## src/rtl/t16_decode_seq_if.sv

```systemverilog
// ---------------------------------------------------------------------------
// t16_decode_seq_if
// Memory port between the t16q decode/sequencer and the memory system.
//   mem_req       sequencer -> memory  request, held until mem_ack
//   mem_is_fetch  sequencer -> memory  1 = instruction fetch at PC, 0 = data
//   mem_ack       memory -> sequencer  access done; ir_in valid on fetch ack
//   ir_in         memory -> sequencer  fetched 16-bit instruction word
// Modports: master (sequencer side), slave (memory side).
// ---------------------------------------------------------------------------
interface t16_decode_seq_if;
    logic        mem_req;
    logic        mem_is_fetch;
    logic        mem_ack;
    logic [15:0] ir_in;

    modport master (
        output mem_req,
        output mem_is_fetch,
        input  mem_ack,
        input  ir_in
    );

    modport slave (
        input  mem_req,
        input  mem_is_fetch,
        output mem_ack,
        output ir_in
    );
endinterface

```

## src/rtl/t16_decode_seq.sv

```systemverilog
// ---------------------------------------------------------------------------
// t16_decode_seq
// Multi-cycle decode/sequencer for the t16q core. Owns the instruction
// register, issues the PC step as an ALU write-back to r15 on every fetch,
// and sequences a req/ack memory handshake with arbitrary latency.
//
// Ports:
//   clk            core clock, rising edge
//   rst            synchronous reset, active-high
//   mem            memory handshake (t16_decode_seq_if.master)
//   flags_i[3:0]   ALU flags packed {z, c, n, v}
//   alu_op_o[2:0]  ALU operation: 0 = ADD, 1..4 = op[3:1] of ALU group, 5 = LDUI
//   alu_rs1_o      source register 1 index
//   alu_rs2_o      source register 2 index
//   alu_imm_o      immediate operand (XLEN bits)
//   alu_use_imm_o  1 = ALU takes alu_imm_o instead of rs2
//   alu_rd_o       destination index (0 = discard)
//   alu_commit_o   register-file write strobe for alu_rd_o
//   mem_reg_o      data register index for LDR/STR
//   mem_w_en_o     1 = store
//   ir_o           current instruction register
//   illegal_o      one-cycle pulse on reserved opcode F
//
// Optional feature macro: T16Q_ILLEGAL_TRAP_EN
//   defined   : opcode F pulses illegal_o and parks the sequencer in HALT
//   undefined : opcode F is a NOP, illegal_o is tied low, HALT unreachable
// ---------------------------------------------------------------------------
module t16_decode_seq #(
    parameter int XLEN     = 16,
    parameter int PC_STEP  = 2,
    parameter int BR_SHIFT = 0
) (
    input  logic                  clk,
    input  logic                  rst,
    t16_decode_seq_if.master      mem,
    input  logic [3:0]            flags_i,
    output logic [2:0]            alu_op_o,
    output logic [3:0]            alu_rs1_o,
    output logic [3:0]            alu_rs2_o,
    output logic [XLEN-1:0]       alu_imm_o,
    output logic                  alu_use_imm_o,
    output logic [3:0]            alu_rd_o,
    output logic                  alu_commit_o,
    output logic [3:0]            mem_reg_o,
    output logic                  mem_w_en_o,
    output logic [15:0]           ir_o,
    output logic                  illegal_o
);

    localparam logic [2:0] ALU_ADD  = 3'd0;
    localparam logic [2:0] ALU_LDUI = 3'd5;

    typedef enum logic [1:0] {
        S_FETCH = 2'd0,
        S_EXEC  = 2'd1,
        S_HALT  = 2'd2
    } state_t;

    state_t      state_q, state_d;
    logic [15:0] ir_q, ir_d;
    // Set for the first cycle after reset so no request is raised while the
    // memory side is still recovering from an abandoned access.
    logic        boot_q;

    logic [3:0] opc, o1, o2, o3;
    assign {opc, o1, o2, o3} = ir_q;

    logic z, c, n, v;
    assign {z, c, n, v} = flags_i;

    logic cond_base, cond;
    always_comb begin
        cond_base = 1'b1;
        case (o1[3:1])
            3'd0:    cond_base = z;
            3'd1:    cond_base = c;
            3'd2:    cond_base = n;
            3'd3:    cond_base = v;
            3'd4:    cond_base = c & ~z;
            3'd5:    cond_base = (n == v);
            3'd6:    cond_base = ~z & (n == v);
            default: cond_base = 1'b1;
        endcase
    end
    assign cond = o1[0] ^ cond_base;

    logic [XLEN-1:0] imm4, imm8, br_imm;
    assign imm4   = {{(XLEN-4){1'b0}}, o3};
    assign imm8   = {{(XLEN-8){1'b0}}, o2, o3};
    assign br_imm = {{(XLEN-8){o2[3]}}, o2, o3} << BR_SHIFT;

    // ---------------- state register ----------------
    always_ff @(posedge clk) begin
        if (rst) begin
            state_q <= S_FETCH;
            ir_q    <= 16'h0000;
            boot_q  <= 1'b1;
        end else begin
            state_q <= state_d;
            ir_q    <= ir_d;
            boot_q  <= 1'b0;
        end
    end

    // ---------------- next-state logic ----------------
    always_comb begin
        state_d = state_q;
        ir_d    = ir_q;
        case (state_q)
            S_FETCH: begin
                if (!boot_q && mem.mem_ack) begin
                    ir_d    = mem.ir_in;
                    state_d = S_EXEC;
                end
            end
            S_EXEC: begin
                case (opc)
                    4'hC, 4'hD: if (mem.mem_ack) state_d = S_FETCH;
`ifdef T16Q_ILLEGAL_TRAP_EN
                    4'hF:       state_d = S_HALT;
`else
                    4'hF:       state_d = S_FETCH;
`endif
                    default:    state_d = S_FETCH;
                endcase
            end
            S_HALT:  state_d = S_HALT;
            default: state_d = S_FETCH;
        endcase
    end

    // ---------------- output logic ----------------
    always_comb begin
        alu_op_o         = ALU_ADD;
        alu_rs1_o        = 4'd0;
        alu_rs2_o        = 4'd0;
        alu_imm_o        = '0;
        alu_use_imm_o    = 1'b0;
        alu_rd_o         = 4'd0;
        alu_commit_o     = 1'b0;
        mem_reg_o        = 4'd0;
        mem_w_en_o       = 1'b0;
        illegal_o        = 1'b0;
        mem.mem_req      = 1'b0;
        mem.mem_is_fetch = 1'b0;
        if (!rst) begin
            case (state_q)
                S_FETCH: begin
                    if (!boot_q) begin
                        // PC step is written back as r15 <= r15 + PC_STEP.
                        mem.mem_req      = 1'b1;
                        mem.mem_is_fetch = 1'b1;
                        alu_rs1_o        = 4'd15;
                        alu_rd_o         = 4'd15;
                        alu_imm_o        = XLEN'(PC_STEP);
                        alu_use_imm_o    = 1'b1;
                        alu_commit_o     = mem.mem_ack;
                    end
                end
                S_EXEC: begin
                    case (opc)
                        4'hA: begin
                            alu_imm_o     = imm8;
                            alu_use_imm_o = 1'b1;
                            alu_rd_o      = o1;
                            alu_commit_o  = 1'b1;
                        end
                        4'hB: begin
                            alu_op_o      = ALU_LDUI;
                            alu_rs1_o     = o1;
                            alu_rd_o      = o1;
                            alu_imm_o     = imm8;
                            alu_use_imm_o = 1'b1;
                            alu_commit_o  = 1'b1;
                        end
                        4'hC, 4'hD: begin
                            // Address computed as rs1 + imm; rd=0 so nothing
                            // is written until the data path takes over.
                            alu_rs1_o     = o2;
                            alu_imm_o     = imm4;
                            alu_use_imm_o = 1'b1;
                            mem_reg_o     = o1;
                            mem_w_en_o    = opc[0];
                            mem.mem_req   = 1'b1;
                            alu_commit_o  = mem.mem_ack;
                        end
                        4'hE: begin
                            alu_rs1_o     = 4'd15;
                            alu_imm_o     = br_imm;
                            alu_use_imm_o = 1'b1;
                            alu_rd_o      = cond ? 4'd15 : 4'd0;
                            alu_commit_o  = 1'b1;
                        end
                        4'hF: begin
`ifdef T16Q_ILLEGAL_TRAP_EN
                            illegal_o = 1'b1;
`endif
                        end
                        default: begin
                            alu_op_o      = opc[3:1];
                            alu_rs1_o     = o2;
                            alu_rs2_o     = o3;
                            alu_rd_o      = o1;
                            alu_use_imm_o = ~opc[0];
                            alu_imm_o     = imm4;
                            alu_commit_o  = 1'b1;
                        end
                    endcase
                end
                default: ;
            endcase
        end
    end

    assign ir_o = ir_q;

endmodule

```

## src/flat_wrapper.sv

```systemverilog
// flat-port wrapper written by rule: the top's interface ports become plain ports
module t16_decode_seq_flat 
#(
    parameter int XLEN     = 16,
    parameter int PC_STEP  = 2,
    parameter int BR_SHIFT = 0
)
  (clk, rst, flags_i, alu_op_o, alu_rs1_o, alu_rs2_o, alu_imm_o, alu_use_imm_o, alu_rd_o, alu_commit_o, mem_reg_o, mem_w_en_o, ir_o, illegal_o, mem_mem_req, mem_mem_is_fetch, mem_mem_ack, mem_ir_in);
  t16_decode_seq_if mem_i ();
  input  logic clk;
  input  logic rst;
  input  logic [3:0] flags_i;
  output logic [2:0] alu_op_o;
  output logic [3:0] alu_rs1_o;
  output logic [3:0] alu_rs2_o;
  output logic [XLEN-1:0] alu_imm_o;
  output logic alu_use_imm_o;
  output logic [3:0] alu_rd_o;
  output logic alu_commit_o;
  output logic [3:0] mem_reg_o;
  output logic mem_w_en_o;
  output logic [15:0] ir_o;
  output logic illegal_o;
  output wire logic [$bits(mem_i.mem_req)-1:0] mem_mem_req;
  output wire logic [$bits(mem_i.mem_is_fetch)-1:0] mem_mem_is_fetch;
  input wire logic [$bits(mem_i.mem_ack)-1:0] mem_mem_ack;
  input wire logic [$bits(mem_i.ir_in)-1:0] mem_ir_in;
  assign mem_mem_req = mem_i.mem_req;
  assign mem_mem_is_fetch = mem_i.mem_is_fetch;
  assign mem_i.mem_ack = mem_mem_ack;
  assign mem_i.ir_in = mem_ir_in;
  t16_decode_seq #(.XLEN(XLEN), .PC_STEP(PC_STEP), .BR_SHIFT(BR_SHIFT)) u_core (.clk(clk), .rst(rst), .mem(mem_i), .flags_i(flags_i), .alu_op_o(alu_op_o), .alu_rs1_o(alu_rs1_o), .alu_rs2_o(alu_rs2_o), .alu_imm_o(alu_imm_o), .alu_use_imm_o(alu_use_imm_o), .alu_rd_o(alu_rd_o), .alu_commit_o(alu_commit_o), .mem_reg_o(mem_reg_o), .mem_w_en_o(mem_w_en_o), .ir_o(ir_o), .illegal_o(illegal_o));
endmodule
```

## config.mk

```make
export PLATFORM = sky130hd
export DESIGN_NAME = t16_decode_seq_flat
export DESIGN_NICKNAME = d
export VERILOG_FILES = /design/src/rtl/t16_decode_seq_if.sv /design/src/rtl/t16_decode_seq.sv /design/src/flat_wrapper.sv
export SDC_FILE = /design/constraint.sdc
export NUM_CORES = 1
export LEC_CHECK = 0
export ABC_AREA = 1
export CORE_MARGIN = 2
export CORE_UTILIZATION = 39
export CTS_CLUSTER_SIZE = 40
export DETAILED_ROUTE_END_ITERATION = 12
export HOLD_SLACK_MARGIN = 0.1
export PLACE_DENSITY = 0.95
export SLEW_MARGIN = 20
export SYNTH_ARGS = -nofsm -noshare
export SYNTH_HDL_FRONTEND = slang
export SYNTH_SLANG_ARGS = --single-unit
```

## constraint.sdc

```tcl
create_clock -name clk -period 2.75 [get_ports clk]
set_input_delay 0.55 -clock clk [delete_from_list [all_inputs] [get_ports clk]]
set_output_delay 0.55 -clock clk [all_outputs]
set_load 0.02 [all_outputs]
```

Yosys cells after proc, flatten, opt, wreduce, memory -nomap -nowiden
Cells that the tools add are included.
- bitwise logic cells: 5
- mux-type cells: 43
- reduce and logical (&&, ||, !) cells: 13
- eq/ne operators: 17
- operators with widths (operator ; number):
    case mux 16 bit (3 select lines) ; 1
    two-way mux 4 bit ; 10
    case mux 16 bit (2 select lines) ; 1
    equality test 4 bit, second input constant ; 6
    case mux 4 bit (2 select lines) ; 3
    two-way mux 16 bit ; 1
    two-way mux 1 bit ; 12
    case mux 4 bit (3 select lines) ; 1
    case mux 1 bit (2 select lines) ; 5
    OR reduction 5 bit ; 2
    equality test 3 bit, second input constant ; 3
    two-way mux 2 bit ; 4
    case mux 1 bit (7 select lines) ; 1
    equality test 3 x 2 -> 1 bit, second input constant ; 2
    two-way mux 3 bit ; 2
    case mux 2 bit (3 select lines) ; 1
    case mux 3 bit (2 select lines) ; 1
    OR reduction 2 bit ; 3
    OR reduction 6 bit ; 1
    AND reduction 2 bit ; 2
    equality test 3 x 1 -> 1 bit, second input constant ; 1
    zero test 3 bit ; 1
    != test 3 bit, second input constant ; 1
    OR reduction 3 bit ; 1
    10 further kinds ; 12
- register bits: 19
- input port bits: 23

Depth between registers and ports, before layout
Gate-level depths: netlist of the first run.
- depth after elaboration: 8
- depth in mapped cells: 12
- depth with buffers taken out: 12

Worst setup path before layout of the first run
Ideal clock, no wire load.
- path type: input-to-output
- start: input port rst
- end: output port alu_imm_o[10]
- data arrival time: 1745 ps
- data required time: 2200 ps
- slack: 455 ps
- stages on the path: 5
- path through: buf_2 -> nor2_4 -> nand2_1 -> nor2_1 -> buf_4
- cells in the longest elaborated chain, start to end: 1
- ends and longest elaborated chain (what ; line ; text):
    from (decl) ; flat_wrapper.sv:11 ; input logic rst;
    two-way mux 16 bit ; t16_decode_seq.sv:146 ; if (!rst) begin
    to (decl) ; flat_wrapper.sv:16 ; output logic [XLEN-1:0] alu_imm_o;
Every way passes these cells.

Final worst setup path of the first run
- start: input port rst
- end: output port alu_imm_o[7]
The elaborated chain is that of the path after synthesis.

==> flow_summary_export.csv, run 1 <==
group,metric,value,unit
outcome,status,"finished clean",
synth,synth_compound_area_share,22.7,%
pwr,p_sw_share,33.8,%
placed_design,gp_congestion,0.889,
pwr,p_sw,229,uW
synth,synth_nets,222,
die,floorplan.die.height,59.8,um
synth,synth_top_family_by_area,"simple AND/OR/NAND/NOR gates",
timing,tns,0,ns
route,first_iter_violations,63,
timing,finalCritPeriodShare,95.3,%
clock_network,insertion_delay,0.30,ns
global_routing,grt_use_total,22.0,%
global_routing,antenna_found_initial,0,
pwr,p_comb_share,32.9,%
timing,rsz0062_at_grt,"false",
clock_network,clk_pin_slew,0.12,ns
pwr,p_per_area,331,nW/um^2
cells_and_area,layout_commonest_cell,"clkdlybuf4s50_1",
route,post-route-drc-count,0,
cells_and_area,syn_to_final_growth,68.3,%
placed_design,dp_hpwl,3100,um
timing,setup_violations,0,
synth,synth_area,1220,sq um
die,rows,20,
pwr,intPower,448,uW
setup_path,cp-start-kind,"primary input",
synth,synth_mux_area_share,0,%
pwr,pwr-share-seq,45.9,%
pwr,clkPwrFrac,21.1,%
synth,synth_xor_area_share,0,%
clock_network,ctsHtreeMaxLevel,1,
synth,synth_seq_cells,19,
global_routing,grt_pass1_wl,6070,um
synth,seq_area_frac_synth,31.3,%
die,fp.dieW,59.8,um
synth,synth_cells,199,
min_path,worstHoldPathType,"reg -> reg",
clock_network,cts_hold_buffers,0,
pwr,irDropWorstVdd,238,uV
clock_network,cts-root-buf,"clkbuf_4",
flow_run,max_cap_violations,0,
cells_and_area,nNetsFinal,301,
timing,hold_violations,0,
synth,yosys.area_share.simple,29.8,%
setup_path,crit_required,2.20,ns
placed_design,post-place-ws,-0.279,ns
clock_network,cts_buffer_depth,2,
route,ant_nets,0,
timing,min_period,2.62,ns
synth,syn_avg_cell_area,6.11,sq um
timing,skew,0.00508,ns
synth,synth.distinct_cells,23,
pwr,p_leak,1.15,nW
cells_and_area,drive_gt1_share,11.2,%
setup_path,end_kind,"primary output",
timing,finalWorstSetupSlack,0.129,ns
setup_path,cp_max_fo,6,
setup_path,arrival,2.07,ns
cells_and_area,final_cell_mix,"41 x clkdlybuf4s50_1, 36 x nor2_1, 30 x nand2_1",
clock_network,numClockSinks,19,
global_routing,overflow,0,
cells_and_area,antenna_cells,0,
synth,synth_adder_area_share,0,%
setup_path,criticalPathCategory,"in -> out",
route,wl_per_cell,13.0,um
die,initial_utilization,40.5,%
timing,fmax,0.381,GHz
route,wl,4030,um
clock_network,cts_tree,"built",
die,ios,80,
die,core-area,3000,sq um
timing,maxSlewViolCount,0,
global_routing,grt_pass1_vias,1482,
placed_design,port_buffers,78,
global_routing,grt_max_degree,31,
route,vias,1559,
die,dieArea,3580,sq um
clock_network,cts_made_buffers,3,
route,vias_per_cell,5.03,
route,firstDrtPassIters,6,
synth,yosysWarnings,0,
clock_network,postCtsSetupBuffers,0,
-- worst paths after layout --
path         slack, ns                end  cells after the start              start
min reg2reg       0.47  u_core.state_q[1]                      2  u_core.state_q[1]
max               0.13       alu_imm_o[7]                      5                rst
max reg2reg       1.36    u_core.ir_o[11]                      9  u_core.state_q[1]
min               0.47  u_core.state_q[1]                      2  u_core.state_q[1]
-- synth_stat cells --
cell type	number	share of area, %
nor2_1	36	11
nand2_1	30	9.3
nand3_1	5	2.1
dfxtp_1	19	31
a21oi_1	24	9.9
nor3_1	4	1.6
o211ai_1	3	1.9
inv_2	4	1.2
clkbuf_1	1	0.31
nor2_2	3	1.5
o21ai_0	17	7.0
o21ai_1	7	2.9
inv_1	25	7.7
o31ai_1	1	0.62
nand2_4	1	0.93
nand3_2	1	0.82
o22ai_1	1	0.51
nand2_2	2	1.0
buf_2	4	1.6
buf_4	8	4.9
nor2_4	1	0.93
nor4_1	1	0.51
conb_1	1	0.31
-- area by class of cell --
type	instances	area [sq um]
Clock buffer	3	22.5
Clock inverter	1	5.00
Fill cell	268	956
Inverter	29	109
Multi-Input combinational cell	138	648
Sequential cell	19	382
Tap cell	33	41.3
Timing Repair Buffer	87	840
-- what timing repair did --
action,4_1_cts,5_1_grt
gates resized for setup,25,23
hold endpoints to repair,0,0
setup endpoints to repair,27,18
pin swaps,0,0
-- power groups by stage --
stage	sequential (mW)	combinational (mW)	clock (mW)
floorplan	0.335	0.0948	0
global placement	0.316	0.224	0
detailed placement	0.317	0.227	0
CTS	0.311	0.223	0.145
global route	0.313	0.242	0.157
finish	0.311	0.223	0.143
-- flip-flops by register name, indices dropped and copies added (netlist names) --
| register | flops |
|---|---|
| u_core.ir_o | 16 |
| u_core.boot_q | 1 |
| u_core.state_q | 2 |
-- routing by layer --
metal  GRT usage, %  wire, um
met5              0         0
met3           6.71       327
met2           39.1      2060
met4           9.52        73
met1           23.8      1570
-- cell families (layout without fill, tap and decap cells) --
| family | Yosys count | in the layout |
|---|---|---|
| buffers and inverters | 42 | 120 |
| AOI/OAI and AO/OA | 53 | 53 |
| DFF | 19 | 19 |
| and+or+nand+nor | 84 | 84 |
| other | 1 | 1 |
-- critical path, cell delays in order --
cell and delay [ns]:
clkdlybuf4s50_1 0.50, nor2_4 0.21, nand2_1 0.10, nor2_1 0.09, clkdlybuf4s50_1 0.62
-- per-stage QoR --
| step | hold slack [ns] | power [mW] | util, % | instances | area [sq um] |
|---|---|---|---|---|---|
| detailed placement | 0.453 | 0.543 | 67.3 | 306 | 2020 |
| global route | 0.528 | 0.712 | 68.2 | 310 | 2050 |
| CTS | 0.472 | 0.679 | 67.4 | 310 | 2020 |
| floorplan | 0.430 | 0.429 | - | 199 | 1220 |
| finish | 0.466 | 0.677 | 68.2 | 310 | 2050 |
| global placement | 0.443 | 0.539 | 67.3 | 306 | 2020 |
Power figures use the tool's default switching activity.
==> run 2: changes to the inputs <==
--- a/config.mk
+++ b/config.mk
@@ -6,6 +6,7 @@
 export NUM_CORES = 1
 export LEC_CHECK = 0
 export ABC_AREA = 1
+export ABC_CLOCK_PERIOD_IN_PS = 2750
 export CORE_MARGIN = 2
 export CORE_UTILIZATION = 39
 export CTS_CLUSTER_SIZE = 40
==> results of run 2 <==
Same layout as run 1: the final DEF is identical, and so are final timing and power.
